**config.mk**
```make
export PLATFORM = sky130hd
export DESIGN_NAME = reg_file
export DESIGN_NICKNAME = d
export VERILOG_FILES = /design/src/rtl/reg_file.sv
export SDC_FILE = /design/constraint.sdc
export NUM_CORES = 2
export LEC_CHECK = 0
export ABC_AREA = 1
export CORE_ASPECT_RATIO = 1.2
export CORE_MARGIN = 2
export CORE_UTILIZATION = 40
export DETAILED_ROUTE_END_ITERATION = 16
export PLACE_DENSITY_LB_ADDON = 0.1
export SETUP_SLACK_MARGIN = 0.15
export SYNTH_ARGS = -nofsm -noshare
export SYNTH_HDL_FRONTEND = slang
export SYNTH_SLANG_ARGS = --single-unit
export TNS_END_PERCENT = 5
```
**constraint.sdc**
```tcl
create_clock -name clk -period 47.9 [get_ports clk]
set_clock_uncertainty 0.1 [all_clocks]
set_input_delay 4.79 -clock clk [delete_from_list [all_inputs] [get_ports clk]]
set_output_delay 4.79 -clock clk [all_outputs]
set_load 0.1 [all_outputs]
```
**src/rtl/reg_file.sv**
```systemverilog
// reg_file: two-read, one-write register file for the single-cycle RISC datapath.
// Register 0 is hard-wired to zero. The stack-pointer entry resets to SP_INIT.
// Optional feature macro: REGFILE_BYPASS_EN enables same-cycle write-through
// forwarding from rd_data onto a read port that addresses the write target.
module reg_file #(
    parameter int                    DATA_WIDTH = 32,
    parameter int                    ADDR_WIDTH = 5,
    parameter int                    SP_INDEX   = 2,
    parameter logic [DATA_WIDTH-1:0] SP_INIT    = 32'h0000_0FFC
) (
    input  logic                  clk,
    input  logic                  reset,
    input  logic                  reg_write,
    input  logic [ADDR_WIDTH-1:0] rd_addr,
    input  logic [DATA_WIDTH-1:0] rd_data,
    input  logic [ADDR_WIDTH-1:0] rs1_addr,
    input  logic [ADDR_WIDTH-1:0] rs2_addr,
    output logic [DATA_WIDTH-1:0] rs1_data,
    output logic [DATA_WIDTH-1:0] rs2_data
);

    localparam int NUM_REGS = 2 ** ADDR_WIDTH;

    // Entry 0 has no storage; the array starts at index 1.
    logic [DATA_WIDTH-1:0] regs_reg [1:NUM_REGS-1];

    // Write enable qualified so that index 0 never reaches the array.
    logic write_en;
    assign write_en = reg_write && (rd_addr != '0);

    // Storage: async clear to reset values, one write per rising edge otherwise.
    always_ff @(posedge clk or posedge reset) begin
        if (reset) begin
            for (int i = 1; i < NUM_REGS; i++) begin
                regs_reg[i] <= (i == SP_INDEX) ? SP_INIT : '0;
            end
        end else if (write_en) begin
            regs_reg[rd_addr] <= rd_data;
        end
    end

`ifdef REGFILE_BYPASS_EN
    // Forwarding is suppressed while reset is high so outputs show reset values.
    logic fwd_en;
    assign fwd_en = write_en && !reset;
`endif

    // Read port 1: zero for r0, optional forwarding, else stored contents.
    always_comb begin
        rs1_data = '0;
        if (rs1_addr != '0) begin
`ifdef REGFILE_BYPASS_EN
            if (fwd_en && (rs1_addr == rd_addr)) begin
                rs1_data = rd_data;
            end else begin
                rs1_data = regs_reg[rs1_addr];
            end
`else
            rs1_data = regs_reg[rs1_addr];
`endif
        end
    end

    // Read port 2: same behaviour as read port 1, independent address.
    always_comb begin
        rs2_data = '0;
        if (rs2_addr != '0) begin
`ifdef REGFILE_BYPASS_EN
            if (fwd_en && (rs2_addr == rd_addr)) begin
                rs2_data = rd_data;
            end else begin
                rs2_data = regs_reg[rs2_addr];
            end
`else
            rs2_data = regs_reg[rs2_addr];
`endif
        end
    end

endmodule

```
==> out/results.ini <==
[setup_path]
crit_end=rs1_data[20]
critical-path-top-delay-family=buffers and inverters
cpMostUsedCell=nand2_1
cp_cell_sequence=buf_8, inv_8, nor2_4, buf_4, buf_4, nand2_1, nand3_1, nand3_1, nand2_1, nand2_1, nand2_1, clkdlybuf4s50_1
reg2reg_depth=2
path_class=in -> out
critPathLaunchType=primary input
crit_path_end_kind=primary output
rr_endpoint=regs_reg[350]
required_ns=43.01
cp_max_fo=93
cp.arrival_ns=10.48
crit_cells=12
r2r_slack_ns=47.01
path_buf_inv=5
critPathSlowestCell=clkdlybuf4s50_1
max_stage_delay_ns=1.26
crit_start=rs1_addr[0]
r2r-start=regs_reg[350]

[grt]
antenna_found_initial=17
grt_max_degree=167
grt_pass1_vias=52300
grt_util_all_layers_pct=33.9
gr-total-overflow=0
grt_pass1_wl_um=356000

[drt]
drt-pass1-iter-count=8
drc=0
vias=55900
routed_wl_um=242000
dr.first_iter.drc_count=7394
wl_per_cell_um=24.9
via_per_inst=5.76
ant_nets=0

[clocking]
root_buffer=clkbuf_16
cts-buffers-inserted=110
post_cts_resized=0
clk_pin_slew_ns=0.06
cts_setup_buffers=0
cts_tree=built
htree_levels=3
clockBufferDepth=3
clkLatencyLatePin_ns=0.74
cts_sinks=992
cts_hold_buf=0

[floorplan]
ios=114
die_y_um=411
die_w_um=343
start_util_pct=40.3
dieArea_um2=141000
coreArea_um2=137000
row_count=149

[place]
place_hpwl_um=125000
place.port_buffers=113
place.gp.congestion=0.843

[power_and_ir_drop]
leakagePower_nw=29.2
power_mw=2.56
p_per_area_nw_per_um2=42.1
peakVddDrop_v=0.0000282

[final_layout]
synthToLayoutAreaGrowth_pct=10.1
post-route-util_pct=44.3
nets=7849
drive_gt1_share_pct=4.55
final.fill_count=14300
largest_register_ffs=992

[timing]
tns_ns=0
slew_headroom_pct=16.8
setup_viol=0
fmax_mhz=65.0
tightest_slew_ns=1.24
period_share_pct=32.1
final-hold-violation-count=0
rsz0062_at_grt=no
slew_violations=0
period_needed_ns=15.37

[run]
cap_violations=0

[synth]
syn_inst=8123
synth_warnings=0
netlist_area_um2=55300
yosysSeqAreaShare_pct=45.0
syn_avg_cell_area_um2=6.80
ys_types=20
ys_ff_latch=992
synth.net_count=8173

[min_path]
hold_path.class=reg -> reg

[status]
status=finished clean

==> synthesized netlist by cell type, drive strengths merged <==
master	count	area, um2
o21ai	960	4800
a21oi	288	1440
nor2	115	457
nor4	1	21.3
clkinv	1	3.75
nand2	3035	11400
inv	598	2240
clkbuf	496	1860
dfstp	10	263
nor3	10	95.1
dfrtp	982	24600
nand3	1473	7370
buf	154	704
==> power by group <==
group	internal [mW]	switching, mW	total (mW)
Combinational	0.177	0.399	0.576
Sequential	1.00	0.0988	1.10
Clock	0.512	0.370	0.883
Total	1.69	0.868	2.56
==> cell usage in the layout, fill, tap and decap left out, drive strengths merged <==
| master | instances |
|---|---|
| nand3 | 1473 |
| nor3 | 10 |
| a21oi | 288 |
| bufinv | 8 |
| dfstp | 10 |
| nor2 | 115 |
| nand2 | 3035 |
| clkinv | 19 |
| diode | 9 |
| clkbuf | 172 |
| nor4 | 1 |
| buf | 118 |
| clkdlybuf4s50 | 95 |
| inv | 597 |
| o21ai | 960 |
| dfrtp | 982 |
| clkinvlp | 3 |
==> layer usage <==
metal | vias to the layer above | routed length (um) | global-route usage, % | part of all wire (%)
met4 | 10 | 12500 | 16.3 | 5.2
met3 | 583 | 23600 | 5.47 | 9.7
met2 | 2978 | 106000 | 52.6 | 44
met1 | 26900 | 99700 | 46.2 | 41
li1 | 25400 | - | - | -
met5 | - | 68 | 0 | 0.028
==> area by class of cell <==
type	instances	area [um2]	share of cell area (%)
multi-input combinational	5882	25800	42.4
sequential	992	24800	40.8
clock buffer	171	3300	5.43
inverter	599	2300	3.78
tap	1812	2270	3.73
timing repair buffer	214	1940	3.18
clock inverter	28	352	0.578
antenna	9	22.5	0.0370
==> tightest hold or removal path, cell delays in order (launching register included) <==
cell and delay [ns]:
dfrtp_1 0.34, nand2_1 0.05, o21ai_0 0.06
==> kinds of logic (layout without fill, tap and decap cells) <==
| logic type | count (synthesis) | in the layout | share of synthesized area [%] |
|---|---|---|---|
| buf+inv | 1249 | 1012 | 8.71 |
| simple gates | 4634 | 4634 | 35.0 |
| compound gates | 1248 | 1248 | 11.3 |
| other cells | 0 | 9 | 0 |
| flops | 992 | 992 | 45.0 |
==> worst min-delay path by stage <==
| stage | cells past startpoint | slack (ns) | end | startpoint |
|---|---|---|---|---|
| 6_report | 2 | 0.38 | regs_reg[693] | regs_reg[693] |
| 5_1_grt | 2 | 0.40 | regs_reg[682] | regs_reg[682] |
| 4_1_cts | 2 | 0.39 | regs_reg[918] | regs_reg[918] |
| 3_5_place_dp | 2 | 0.37 | regs_reg[918] | regs_reg[918] |
| 3_3_place_gp | 2 | 0.37 | regs_reg[204] | regs_reg[204] |
| 2_1_floorplan | 2 | 0.35 | regs_reg[100] | regs_reg[100] |
==> per-stage QoR <==
| stage | cell area, um2 | cells | setup WS, ns | hold slack (ns) |
|---|---|---|---|---|
| CTS | 60800 | 9698 | 32.92 | 0.387 |
| finish | 60800 | 9707 | 32.53 | 0.381 |
| floorplan | 55300 | 8123 | 15.12 | 0.353 |
| global placement | 57200 | 9499 | 32.89 | 0.366 |
| global route | 60800 | 9702 | 32.70 | 0.396 |
| detailed placement | 57200 | 9499 | 32.91 | 0.372 |
Power figures use the tool's default switching activity.
